$ cat src/rtl/pat_gen_seq_pkg.sv
// Shared types for the pattern-generator slice.
//   pg_state_e  : sequencer states (IDLE/RUN/DONE)
//   tbl_entry_t : one table entry {addr, data}
//   idx_width() : index width for an N-entry table (at least 1 bit)
package pat_gen_pkg;

  localparam int unsigned PG_ADDR_WIDTH = 32;
  localparam int unsigned PG_DATA_WIDTH = 12;

  typedef enum logic [1:0] {
    IDLE,
    RUN,
    DONE
  } pg_state_e;

  typedef struct packed {
    logic [PG_ADDR_WIDTH-1:0] addr;
    logic [PG_DATA_WIDTH-1:0] data;
  } tbl_entry_t;

  function automatic int unsigned idx_width(input int unsigned n);
    return (n <= 1) ? 1 : $clog2(n);
  endfunction

endpackage

$ cat src/rtl/pat_gen_seq_if.sv
// Word stream from the pattern sequencer to the pattern consumer.
//   si_addr_o      : entry address      (master -> slave)
//   ctl_pat_data_o : entry data, wide   (master -> slave)
//   cfg_pat_gen_o  : word valid         (master -> slave)
//   nopg_i         : consumer stall     (slave -> master)
interface pat_gen_seq_if #(
  parameter int unsigned ADDR_WIDTH          = 32,
  parameter int unsigned SUB_REGS_DATA_WIDTH = 32
);
  logic [ADDR_WIDTH-1:0]          si_addr_o;
  logic [SUB_REGS_DATA_WIDTH-1:0] ctl_pat_data_o;
  logic                           cfg_pat_gen_o;
  logic                           nopg_i;

  modport master (
    output si_addr_o,
    output ctl_pat_data_o,
    output cfg_pat_gen_o,
    input  nopg_i
  );

  modport slave (
    input  si_addr_o,
    input  ctl_pat_data_o,
    input  cfg_pat_gen_o,
    output nopg_i
  );
endinterface

$ cat src/rtl/pat_gen_seq_tbl.sv
// pat_tbl: NUM_REGS-entry address/data register array, not reset.
//   clk_i      : clock
//   we_i       : write strobe; out-of-range indices are dropped
//   wr_idx_i   : write index
//   wr_entry_i : write entry
//   rd_idx_i   : read index
//   rd_entry_o : read entry (a same-cycle write to rd_idx_i is forwarded)
module pat_tbl
  import pat_gen_pkg::*;
#(
  parameter  int unsigned NUM_REGS = 21,
  localparam int unsigned IW       = idx_width(NUM_REGS)
) (
  input  logic          clk_i,
  input  logic          we_i,
  input  logic [IW-1:0] wr_idx_i,
  input  tbl_entry_t    wr_entry_i,
  input  logic [IW-1:0] rd_idx_i,
  output tbl_entry_t    rd_entry_o
);

  tbl_entry_t mem [NUM_REGS];
  logic       wr_ok;

  assign wr_ok = we_i && (32'(wr_idx_i) < NUM_REGS);

  always_ff @(posedge clk_i) begin
    if (wr_ok) begin
      mem[wr_idx_i] <= wr_entry_i;
    end
  end

  // Forwarding lets a write land in the word captured on the same edge.
  always_comb begin
    rd_entry_o = mem[rd_idx_i];
    if (wr_ok && (wr_idx_i == rd_idx_i)) begin
      rd_entry_o = wr_entry_i;
    end
  end

endmodule

$ cat src/rtl/pat_gen_seq.sv
// pat_gen_seq: plays a programmable address/data table out as a word stream.
//   clk_i, rst_ni          : clock, synchronous active-low reset
//   tbl_we_i/idx/addr/data : table write port
//   num_i, loops_i         : entries per pass, extra passes
//   start_i, abort_i       : run control
//   pg (master)            : si_addr_o, ctl_pat_data_o, cfg_pat_gen_o, nopg_i
//   busy_o, done_o, err_o  : status (err_o sticky until next valid start)
module pat_gen_seq
  import pat_gen_pkg::*;
#(
  parameter  int unsigned ADDR_WIDTH          = PG_ADDR_WIDTH,
  parameter  int unsigned DATA_WIDTH          = PG_DATA_WIDTH,
  parameter  int unsigned NUM_REGS            = 21,
  parameter  int unsigned SUB_REGS_DATA_WIDTH = (ADDR_WIDTH > DATA_WIDTH) ? ADDR_WIDTH : DATA_WIDTH,
  localparam int unsigned IW                  = idx_width(NUM_REGS)
) (
  input  logic                  clk_i,
  input  logic                  rst_ni,
  input  logic                  tbl_we_i,
  input  logic [IW-1:0]         tbl_idx_i,
  input  logic [ADDR_WIDTH-1:0] tbl_addr_i,
  input  logic [DATA_WIDTH-1:0] tbl_data_i,
  input  logic [IW:0]           num_i,
  input  logic [7:0]            loops_i,
  input  logic                  start_i,
  input  logic                  abort_i,
  pat_gen_seq_if.master         pg,
  output logic                  busy_o,
  output logic                  done_o,
  output logic                  err_o
);

  pg_state_e   state_q, state_n;
  logic [IW-1:0] idx_q, idx_n;
  logic [IW:0]   num_q, num_n;
  logic [7:0]    pass_q, pass_n;
  logic          err_n;
  logic          load;
  logic [IW-1:0] rd_idx;
  logic          xfer;
  logic          num_ok;
  tbl_entry_t    wr_entry;
  tbl_entry_t    rd_entry;

  assign wr_entry = '{addr: tbl_addr_i, data: tbl_data_i};
  assign num_ok   = (num_i != '0) && (32'(num_i) <= NUM_REGS);
  assign xfer     = pg.cfg_pat_gen_o && !pg.nopg_i;

  pat_tbl #(
    .NUM_REGS (NUM_REGS)
  ) u_tbl (
    .clk_i      (clk_i),
    .we_i       (tbl_we_i),
    .wr_idx_i   (tbl_idx_i),
    .wr_entry_i (wr_entry),
    .rd_idx_i   (rd_idx),
    .rd_entry_o (rd_entry)
  );

  // Output words are captured from the entry being advanced to, so a stall
  // holds the old word even if its table slot is rewritten meanwhile.
  always_comb begin
    state_n = state_q;
    idx_n   = idx_q;
    num_n   = num_q;
    pass_n  = pass_q;
    err_n   = err_o;
    load    = 1'b0;
    rd_idx  = '0;
    unique case (state_q)
      IDLE: begin
        if (start_i) begin
          if (num_ok) begin
            state_n = RUN;
            num_n   = num_i;
            pass_n  = loops_i;
            idx_n   = '0;
            err_n   = 1'b0;
            load    = 1'b1;
          end else begin
            err_n = 1'b1;
          end
        end
      end
      RUN: begin
        if (xfer) begin
          if ({1'b0, idx_q} == (num_q - 1'b1)) begin
            idx_n = '0;
            if (pass_q == '0) begin
              state_n = DONE;
            end else begin
              pass_n = pass_q - 8'd1;
              load   = 1'b1;
            end
          end else begin
            idx_n  = idx_q + 1'b1;
            rd_idx = idx_q + 1'b1;
            load   = 1'b1;
          end
        end
        if (abort_i) begin
          state_n = IDLE;
          load    = 1'b0;
        end
      end
      DONE: state_n = IDLE;
      default: state_n = IDLE;
    endcase
  end

  always_ff @(posedge clk_i) begin
    if (!rst_ni) begin
      state_q           <= IDLE;
      idx_q             <= '0;
      num_q             <= '0;
      pass_q            <= '0;
      err_o             <= 1'b0;
      busy_o            <= 1'b0;
      done_o            <= 1'b0;
      pg.cfg_pat_gen_o  <= 1'b0;
      pg.si_addr_o      <= '0;
      pg.ctl_pat_data_o <= '0;
    end else begin
      state_q          <= state_n;
      idx_q            <= idx_n;
      num_q            <= num_n;
      pass_q           <= pass_n;
      err_o            <= err_n;
      busy_o           <= (state_n == RUN);
      done_o           <= (state_n == DONE);
      pg.cfg_pat_gen_o <= (state_n == RUN);
      if (load) begin
        pg.si_addr_o      <= rd_entry.addr;
        pg.ctl_pat_data_o <= SUB_REGS_DATA_WIDTH'(rd_entry.data);
      end
    end
  end

endmodule

$ cat src/flat_wrapper.sv
// flat-port wrapper written by rule: the top's interface ports become plain ports
module pat_gen_seq_flat import pat_gen_pkg::*;
#(
  parameter  int unsigned ADDR_WIDTH          = PG_ADDR_WIDTH,
  parameter  int unsigned DATA_WIDTH          = PG_DATA_WIDTH,
  parameter  int unsigned NUM_REGS            = 21,
  parameter  int unsigned SUB_REGS_DATA_WIDTH = (ADDR_WIDTH > DATA_WIDTH) ? ADDR_WIDTH : DATA_WIDTH,
  localparam int unsigned IW                  = idx_width(NUM_REGS)
)
  (clk_i, rst_ni, tbl_we_i, tbl_idx_i, tbl_addr_i, tbl_data_i, num_i, loops_i, start_i, abort_i, busy_o, done_o, err_o, pg_si_addr_o, pg_ctl_pat_data_o, pg_cfg_pat_gen_o, pg_nopg_i);
  pat_gen_seq_if #(.ADDR_WIDTH(ADDR_WIDTH), .SUB_REGS_DATA_WIDTH(SUB_REGS_DATA_WIDTH)) pg_i ();
  input  logic clk_i;
  input  logic rst_ni;
  input  logic tbl_we_i;
  input  logic [IW-1:0] tbl_idx_i;
  input  logic [ADDR_WIDTH-1:0] tbl_addr_i;
  input  logic [DATA_WIDTH-1:0] tbl_data_i;
  input  logic [IW:0] num_i;
  input  logic [7:0] loops_i;
  input  logic start_i;
  input  logic abort_i;
  output logic busy_o;
  output logic done_o;
  output logic err_o;
  output wire logic [$bits(pg_i.si_addr_o)-1:0] pg_si_addr_o;
  output wire logic [$bits(pg_i.ctl_pat_data_o)-1:0] pg_ctl_pat_data_o;
  output wire logic [$bits(pg_i.cfg_pat_gen_o)-1:0] pg_cfg_pat_gen_o;
  input wire logic [$bits(pg_i.nopg_i)-1:0] pg_nopg_i;
  assign pg_si_addr_o = pg_i.si_addr_o;
  assign pg_ctl_pat_data_o = pg_i.ctl_pat_data_o;
  assign pg_cfg_pat_gen_o = pg_i.cfg_pat_gen_o;
  assign pg_i.nopg_i = pg_nopg_i;
  pat_gen_seq #(.ADDR_WIDTH(ADDR_WIDTH), .DATA_WIDTH(DATA_WIDTH), .NUM_REGS(NUM_REGS), .SUB_REGS_DATA_WIDTH(SUB_REGS_DATA_WIDTH)) u_core (.clk_i(clk_i), .rst_ni(rst_ni), .tbl_we_i(tbl_we_i), .tbl_idx_i(tbl_idx_i), .tbl_addr_i(tbl_addr_i), .tbl_data_i(tbl_data_i), .num_i(num_i), .loops_i(loops_i), .start_i(start_i), .abort_i(abort_i), .pg(pg_i), .busy_o(busy_o), .done_o(done_o), .err_o(err_o));
endmodule
$ cat config.mk
export PLATFORM = sky130hd
export DESIGN_NAME = pat_gen_seq_flat
export DESIGN_NICKNAME = d
export VERILOG_FILES = /design/src/rtl/pat_gen_seq_pkg.sv /design/src/rtl/pat_gen_seq_if.sv /design/src/rtl/pat_gen_seq_tbl.sv /design/src/rtl/pat_gen_seq.sv /design/src/flat_wrapper.sv
export SDC_FILE = /design/constraint.sdc
export NUM_CORES = 1
export LEC_CHECK = 0
export CAP_MARGIN = 15
export CORE_MARGIN = 2
export CORE_UTILIZATION = 50
export CTS_BUF_LIST = sky130_fd_sc_hd__clkbuf_8
export DETAILED_ROUTE_END_ITERATION = 12
export GPL_ROUTABILITY_DRIVEN = 0
export HOLD_SLACK_MARGIN = 0.15
export PLACE_DENSITY = 0.7
export SLEW_MARGIN = 20
export SYNTH_ARGS = -nofsm -noshare
export SYNTH_HDL_FRONTEND = slang
export SYNTH_HIERARCHICAL = 1
export SYNTH_SLANG_ARGS = --single-unit
$ cat constraint.sdc
create_clock -name clk_i -period 6.59 [get_ports clk_i]
set_input_delay 0.659 -clock clk_i [delete_from_list [all_inputs] [get_ports clk_i]]
set_output_delay 0.659 -clock clk_i [all_outputs]
set_load 0.02 [all_outputs]
### After elaboration in Yosys (flattened, before gate mapping)

Memories as Yosys holds them, arrays and structs flattened. A register that Yosys moved wholly into a read port is not among the register bits.
Index checks and enable logic that the tools add are counted.

* register bits after elaboration: 24
* RAM bits: 924
* input port bits: 69
* logic and storage cells: 65
* memories: 1

* add/subtract/negate cells: 3
* $lt $le $gt $ge: 2
* equal/unequal tests: 9
* multiplexer cells: 30
* reduce and logical (&&, ||, !) cells: 13

Memories
* u_core.u_tbl.mem: depth 21, width 44, rd ports 1, clocked after memory_dff 1, wr ports 1, RTL line pat_gen_seq_tbl.sv:22 `tbl_entry_t mem [NUM_REGS];`

Operators by type and width (number)
* 2-to-1 mux 8 bit: 5
* 2-to-1 mux 5 bit: 6
* one-hot mux 8 bit (2 select lines): 1
* 2-to-1 mux 2 bit: 6
* one-hot mux 5 bit (2 select lines): 1
* 2-to-1 mux 1 bit: 9
* zero test 8 bit: 1
* subtractor 8 x 1 -> 8 bit, second input constant: 1
* equality test 5 x 6 -> 1 bit: 1
* less-or-equal comparator 6 x 5 -> 1 bit, second input constant: 1
* != test 2 x 1 -> 1 bit, second input constant: 3
* AND reduction 6 bit: 1
* nonzero test 6 bit: 1
* subtractor 6 x 1 -> 6 bit, second input constant: 1
* adder 5 x 1 -> 5 bit, second input constant: 1
* less-than comparator 5 bit, second input constant: 1
* equality test 2 x 1 -> 1 bit, second input constant: 2
* != test 2 bit, second input constant: 2
* one-hot mux 2 bit (2 select lines): 1
* AND reduction 4 bit: 1
* logical AND 1 bit: 3
* AND reduction 3 bit: 1
* equality test 2 bit, second input constant: 1
* zero test 1 bit: 2
* other kinds (4): 4

### Longest topological paths before layout

Gate-level depths: netlist of run 1.

* depth in word-level cells: 7
* gate-level depth with buffers: 19
* gate-level depth less buffers: 14

### By module

The synthesis of run 1 kept the hierarchy.

By module, submodules not included
* pat_tbl: instances 1, cells an instance 1774, area each 36027.1 µm², sequential area each 27746.6 µm²
* pat_gen_seq: instances 1, cells an instance 574, area each 4211.5 µm², sequential area each 1361.3 µm²

### Worst setup path before layout of run 1

Ideal clock, no wire load.

* kind: input port to flip-flop
* start point: input port tbl_idx_i[4]
* end point: memory u_core/u_tbl/mem[1][0] in the netlist's numbering, enable pin
* library setup time: 0.555 ns
* arrival time: 5.303 ns
* required time: 6.035 ns
* setup slack: 0.733 ns
* stages on the path: 3
* buffers on the path: 1
* cell sequence: or2_2 > clkbuf_1 > nor4_1

* word-level cells in the longest chain between the ends: 4

RTL lines
* from (decl): RTL line flat_wrapper.sv:15 `input logic [IW-1:0] tbl_idx_i;`
* less-than comparator 5 bit: RTL line pat_gen_seq_tbl.sv:25 `assign wr_ok = we_i && (32'(wr_idx_i) < NUM_REGS);`
* logical AND 1 bit: RTL line pat_gen_seq_tbl.sv:25
* 2-to-1 mux 1 bit: RTL line pat_gen_seq_tbl.sv:28 `if (wr_ok) begin`
* 2-to-1 mux 1 bit (implied by the code): RTL line pat_gen_seq_tbl.sv:29 `mem[wr_idx_i] <= wr_entry_i;`
* to (decl): RTL line pat_gen_seq_tbl.sv:22

Parallel ways exist; a longest one is shown, timed or not.

### Worst setup path after layout of run 1

* start point: register u_core.num_q[0]
* end point: register u_core.pg.si_addr_o[13] (read register of u_core.u_tbl.mem)

* elaborated cells on any way between the ends: 9
* those cells by class: add/sub (1); eq/ne (1); mux (7)

RTL lines
* from (decl): RTL line pat_gen_seq.sv:35 `logic [IW:0] num_q, num_n;`
* from (signal assigned): RTL line pat_gen_seq.sv:126 `num_q <= num_n;`
* subtractor 6 x 1 -> 6 bit: RTL line pat_gen_seq.sv:87 `if ({1'b0, idx_q} == (num_q - 1'b1)) begin`
* equality test 5 x 6 -> 1 bit: RTL line pat_gen_seq.sv:87
* 2-to-1 mux 5 bit: RTL line pat_gen_seq.sv:87
* 2-to-1 mux 5 bit: RTL line pat_gen_seq.sv:86 `if (xfer) begin`
* 2-to-1 mux 5 bit: RTL line pat_gen_seq.sv:70 `unique case (state_q)`
* via u_core.rd_idx[1]: RTL line pat_gen_seq.sv:39 `logic [IW-1:0] rd_idx;`
* to (decl): RTL line pat_gen_seq_if.sv:16 `output si_addr_o,`

The timed path passes the listed nets, and every way through them passes these cells.
A chain may end at the register's enable or synchronous reset.

==> out/results.ini, run 1 <==
[run_status]
status = finished clean

[cells_and_area]
post-route-util_pct = 56.8
final_cells = 3696
final-seq-area_um2 = 29100
final.fill_count = 6092
multi_input_area_um2 = 10300
area_growth_pct = 13.2
post-route-cell-area_um2 = 45500
drive_gt1_share_pct = 17.9
fin_nets = 2579

[sta]
tightest_slew_ns = 1.16
clock_skew_ns = 0.0340
fmax_mhz = 199
hold_ws_ns = 0.370
hold_viol_final = 0
tns_ns = 0
max_slew_margin_pct = 23.0
period_share_pct = 76.1
rsz0062_at_grt = no
drv_slew = 0
fin_crit_ns = 5.02
setup_viol_count_final = 0
setup_slack_ns = 1.57

[setup_path]
reg2regPathDepth = 15
arrival_ns = 5.64
cp_max_fo = 43
startpoint_type = flop
path_class = flop to flop
reg2reg_slack_ns = 1.57
end_kind = flop
worstReg2RegStart = u_core/num_q[0]
r2r-end = u_core/pg.si_addr_o[13]
critical_path_required_ns = 7.22

[pwr]
p_sw_mw = 2.68
combPwrFrac_pct = 3.3
leakagePower_nw = 13.6
clkPwrFrac_pct = 39.7
irDropWorstVdd_v = 0.000188
finalPower_mw = 12.3
power.internal_mw = 9.62
powerDensity_nw_per_um2 = 270
p_seq_share_pct = 57.0
swShare_pct = 21.8

[synthesis]
synth_cell_types = 57
yosysTopAreaCellShare_pct = 69.0
ys.flop_type = edfxtp_1
synth_common_cells = 924 x edfxtp_1, 196 x mux2i_1, 125 x a22oi_1
yosysSeqAreaShare_pct = 72.3
syn_inst = 2348
synth_edf_count = 924
async_flop_share_pct = 0
ys.warnings.count = 6
synth_top_area_cell = edfxtp_1
yosysMostFrequentCell = edfxtp_1
synth_area_um2 = 40200
syn_avg_cell_area_um2 = 17.1
yosys-top-cells-area = edfxtp_1 69%, mux4_2 6.9%, mux2i_1 4.9%, dfxtp_1 3.4%, a22oi_1 2.3%
synth_seq_cells = 992

[grt]
grt_max_degree = 109
grt_pass1_vias = 23486
grt_pass1_wl_um = 150000
gr-total-overflow = 0
grtUsageTotal_pct = 24.9
antenna_found_initial = 5

[clock_network]
cts_tree = done
cts_max_path_buffers = 3
clkTransAtPathRegs_ns = 0.06
cts.sinks = 992
clk_latency_ns = 0.81
root_buffer = clkbuf_8
cts_hold_buf = 0
post_cts_buffers = 0
cts_buffers = 156
ctsResizeCount = 0
htree_num_levels = 4

[routing]
wire_per_inst_um = 27.8
vias_per_cell = 6.30
vias = 23291
drt_pass1_iterations = 6
routed_wl_um = 103000
drcViolationCount = 0
ant_nets = 0
drt_iter0_markers = 2625

[floorplanning]
dieArea_um2 = 82800
ios = 137
start_util_pct = 50.2
die_x_um = 288
core_area_um2 = 80200
rows = 104
die_h_um = 288

[hold_path]
whs_path_depth = 3
min_to = u_core/done_o
hp-class = input pin to flop
hp-start = rst_ni

[job]
maxCapViolCount = 0

[placement]
hpwl_um = 55500
place_inst = 3408
preCtsSetupSlack_ns = 1.53
port_buffers = 116
placed_area_um2 = 42600

worst max path at each step:
stage                          startpoint                 endpoint  slack [ns]  cells past startpoint
after floorplan              tbl_idx_i[4]   u_core/u_tbl/mem[1][0]        0.73                      3
after global placement          pg_nopg_i   u_core/pg.si_addr_o[9]        1.69                     12
after detailed placement        pg_nopg_i   u_core/pg.si_addr_o[9]        1.53                     12
after CTS                 u_core/num_q[0]  u_core/pg.si_addr_o[13]        1.62                     15
after global routing      u_core/num_q[0]  u_core/pg.si_addr_o[13]        1.36                     15
final                     u_core/num_q[0]  u_core/pg.si_addr_o[13]        1.57                     15
registers in the layout, summed over array words and instances, names as in the netlist:
signal	flops
u_core/u_tbl/mem	924
u_core/pg.si_addr_o	32
u_core/pg.ctl_pat_data_o	12
u_core/pass_q	8
u_core/num_q	6
u_core/idx_q	5
u_core/state_q	2
u_core/busy_o	1
u_core/done_o	1
u_core/err_o	1
cell type report:
class                   instances  share of cell area, %
repair buffers                183                   4.02
flip-flops and latches        992                   63.9
well taps                    1060                   2.91
diodes                          2                 0.0110
multi-input cells            1157                   22.5
clock buffers                 165                   4.99
clock inverters               121                   1.49
inverters                      16                  0.132
power groups by stage:
stage,combinational (mW),sequential [mW],clock (mW)
3_5_place_dp,0.402,7.14,0
2_1_floorplan,0.178,7.14,0
6_report,0.407,7.01,4.89
5_1_grt,0.436,7.01,5.24
4_1_cts,0.404,7.01,4.97
3_3_place_gp,0.385,7.13,0
metal layers:
metal / part of all wire [%] / vias to the layer above / GRT usage [%]
met2: 49 / 1267 / 41.0
met3: 9.2 / 244 / 5.41
met4: 3.7 / 6 / 10.8
li1: - / 9910 / -
met1: 38 / 11864 / 32.2
met5: 0.040 / - / 0
cell families (layout without fill, tap and decap cells):
family	count (synthesis)	in the layout	synth area share, %
AOI/OAI and AO/OA	363	363	7.10
xor gates and xnor gates	12	12	0.261
adders and majority gates	4	4	0.124
buffers and inverters	218	485	2.90
DFF	992	992	72.3
muxes	319	319	11.8
other	1	22	0.00932
and+or+nand+nor	439	439	5.51
worst max-delay path, stage by stage (launching register included):
cell,delay [ns]
dfxtp_1,0.43
inv_1,0.07
ha_1,0.20
and2_1,0.18
o21a_1,0.19
o31ai_1,0.39
nand2_1,0.31
and3_4,0.38
buf_4,0.40
nor2_4,0.81
buf_4,0.60
a222oi_1,0.13
a21oi_1,0.26
a31oi_1,0.14
a31oi_1,0.19
o211ai_1,0.10
layout by cell type (no fill, tap or decap), types with 14 or more instances in the layout:
| master | n |
|---|---|
| edfxtp_1 | 924 |
| mux2i_1 | 196 |
| clkbuf_8 | 165 |
| a22oi_1 | 125 |
| mux4_2 | 123 |
| clkdlybuf4s50_1 | 115 |
| nand2_1 | 111 |
| nand3_1 | 100 |
| dfxtp_1 | 68 |
| inv_1 | 67 |
| a31oi_1 | 56 |
| buf_4 | 56 |
| nor3_1 | 55 |
| a21oi_1 | 55 |
| o211ai_1 | 46 |
| nand4_1 | 45 |
| nor4_1 | 45 |
| clkinv_1 | 32 |
| a41oi_2 | 31 |
| clkinv_2 | 22 |
| conb_1 | 20 |
| nor2_4 | 15 |
| nor2_1 | 14 |
Note: power is estimated with default switching activity, not from simulation.
==> run 2: changes to the inputs <==
==> constraint.sdc (replaced) <==
create_clock -name clk_i -period 4.7 [get_ports clk_i]
set_input_delay 0.47 -clock clk_i [delete_from_list [all_inputs] [get_ports clk_i]]
set_output_delay 0.47 -clock clk_i [all_outputs]
set_load 0.02 [all_outputs]
==> out/results.ini, run 2 (synthesized netlist as in run 1, its figures left out) <==
[cells_and_area]
layout_common_cells = 924 x edfxtp_1, 196 x mux2i_1, 164 x clkbuf_8  ; was 924 x edfxtp_1, 196 x mux2i_1, 165 x clkbuf_8
fin_nets = 2588  ; was 2579
top_regs = u_core/u_tbl/mem: 924 flops, u_core/pg.si_addr_o: 32 flops, u_core/pg.ctl_pat_data_o: 12 flops  ; unchanged
final.fill_count = 6016  ; was 6092
area_growth_pct = 13.7  ; was 13.2%
final_cells = 3706  ; was 3696
drive_gt1_share_pct = 18.1  ; was 17.9%
final-seq-area_um2 = 29100  ; unchanged
layout_commonest_cell = edfxtp_1  ; unchanged
largest-register = u_core/u_tbl/mem  ; unchanged
multi_input_area_um2 = 10300  ; about the same
largest_register_ffs = 924  ; unchanged

[placement]
port_buffers = 116  ; unchanged
hpwl_um = 52900  ; was 55500 µm
place_inst = 3415  ; was 3408
preCtsSetupSlack_ns = 0.435  ; was 1.53 ns

[routing]
vias = 23620  ; was 23291
drt_iter0_markers = 2537  ; was 2625
met3_wirelength_um = 10000  ; was 9430 µm
top_layer = met5  ; unchanged
vias_per_cell = 6.37  ; was 6.30
met1Wirelength_um = 39600  ; was 38900 µm
wire_per_inst_um = 27.8  ; about the same
dr_wl_met2_um = 50300  ; was 50400 µm
drcViolationCount = 0  ; unchanged
ant_nets = 0  ; unchanged
drt_pass1_iterations = 6  ; unchanged
routed_wl_um = 103000  ; about the same

[floorplanning]
die_h_um = 288  ; unchanged
core_area_um2 = 80200  ; unchanged
rows = 104  ; unchanged
ios = 137  ; unchanged
start_util_pct = 50.2  ; unchanged
die_x_um = 288  ; unchanged
dieArea_um2 = 82800  ; unchanged

[sta]
setup_viol_count_final = 0  ; unchanged
tns_ns = 0  ; unchanged
period_share_pct = 91.1  ; was 76.1%
clock_skew_ns = 0.0318  ; was 0.0340 ns
setup_slack_ns = 0.418  ; was 1.57 ns
max_slew_margin_pct = 29.4  ; was 23.0%
hold_viol_final = 0  ; unchanged
drv_slew = 0  ; unchanged
tightest_slew_ns = 1.06  ; was 1.16 ns
fin_crit_ns = 4.28  ; was 5.02 ns
rsz0062_at_grt = no  ; unchanged
fmax_mhz = 234  ; was 199 MHz

[grt]
grt_pass1_wl_um = 151000  ; was 150000 µm
gr-total-overflow = 0  ; unchanged
grtUsageTotal_pct = 25.0  ; was 24.9%
antenna_found_initial = 5  ; unchanged
grt_pass1_vias = 23497  ; was 23486
grt_max_degree = 109  ; unchanged

[hold_path]
min_to = u_core/pass_q[3]  ; was u_core/done_o
whs_path_depth = 3  ; unchanged
hp-class = input pin to flop  ; unchanged
hp-start = rst_ni  ; unchanged

[setup_path]
end_kind = flop  ; unchanged
worstReg2RegStart = u_core/num_q[0]  ; unchanged
cp_max_fo = 44  ; was 43
reg2reg_slack_ns = 0.42  ; was 1.57 ns
r2r-end = u_core/pg.si_addr_o[1]  ; was u_core/pg.si_addr_o[13]
critical_path_required_ns = 5.42  ; was 7.22 ns
reg2regPathDepth = 15  ; unchanged
path_class = flop to flop  ; unchanged
startpoint_type = flop  ; unchanged
arrival_ns = 5.00  ; was 5.64 ns

[clock_network]
htree_num_levels = 4  ; unchanged
cts.sinks = 992  ; unchanged
cts_tree = done  ; unchanged
clkTransAtPathRegs_ns = 0.07  ; was 0.06 ns
clk_latency_ns = 0.82  ; was 0.81 ns
cts_max_path_buffers = 3  ; unchanged
cts_buffers = 157  ; was 156
root_buffer = clkbuf_8  ; unchanged
ctsResizeCount = 0  ; unchanged
cts_hold_buf = 0  ; unchanged
post_cts_buffers = 0  ; unchanged

[pwr]
leakagePower_nw = 13.6  ; about the same
irDropWorstVdd_v = 0.000253  ; was 0.000188 V
finalPower_mw = 17.3  ; was 12.3 mW
powerDensity_nw_per_um2 = 377  ; was 270 nW/µm²

[run_status]
status = finished clean  ; unchanged

[job]
maxCapViolCount = 0  ; unchanged

## run 2: per-stage QoR
| step | instance area [µm²] | hold WS, ns | utilization (%) |
|---|---|---|---|
| 6_report | 45700 | 0.230 | 57.1 |
| 4_1_cts | 45700 | 0.199 | 57.0 |
| 3_5_place_dp | 42800 | 0.487 | 53.3 |
| 3_3_place_gp | 42800 | 0.475 | 53.3 |
| 2_1_floorplan | 40300 | 0.457 | - |
| 5_1_grt | 45700 | 0.219 | 57.1 |
## run 2: power breakdown
group	switching, mW	internal (mW)	leakage, nW
Sequential	0.0516	9.77	8.88
Clock	3.29	3.57	1.71
Combinational	0.402	0.175	3.06
## run 2: cell type report
cell class                      instances  area share (%)
Timing Repair Buffer                  191            4.39
Antenna cell                            3          0.0164
Inverter                               16           0.131
Clock inverter                        123            1.50
Clock buffer                          164            4.94
Sequential cell                       992            63.6
Tap cell                             1060            2.90
Multi-Input combinational cell       1157            22.5
## run 2: routing by layer
layer,GRT usage [%],up-vias
li1,-,9947
met1,33.1,12059
met2,40.5,1349
met3,5.44,263
met4,10.1,2
met5,0,-
## run 2: how the worst max path moves through the flow
stage / start / end / slack, ns / depth (start not counted)
3_5_place_dp: u_core/num_q[0] / u_core/pg.si_addr_o[20] / 0.43 / 15
5_1_grt: u_core/num_q[0] / u_core/pg.si_addr_o[1] / 0.09 / 15
6_report: u_core/num_q[0] / u_core/pg.si_addr_o[1] / 0.42 / 15
2_1_floorplan: tbl_idx_i[4] / u_core/u_tbl/mem[5][0] / 0.25 / 3
3_3_place_gp: u_core/num_q[0] / u_core/pg.si_addr_o[1] / 0.56 / 15
4_1_cts: u_core/num_q[0] / u_core/pg.si_addr_o[20] / 0.41 / 15
## run 2: worst max-delay path, stage by stage (launching register included)
cell and delay (ns):
dfxtp_1 0.41, inv_1 0.07, ha_1 0.21, and2_1 0.18
o21a_1 0.19, o31ai_1 0.37, nand2_1 0.29, nand2_1 0.30
nor2_1 0.19, xnor2_1 0.19, nand4_1 0.13, or3_2 0.46
buf_4 0.45, a41oi_2 0.41, nand3_1 0.11, o211ai_1 0.18
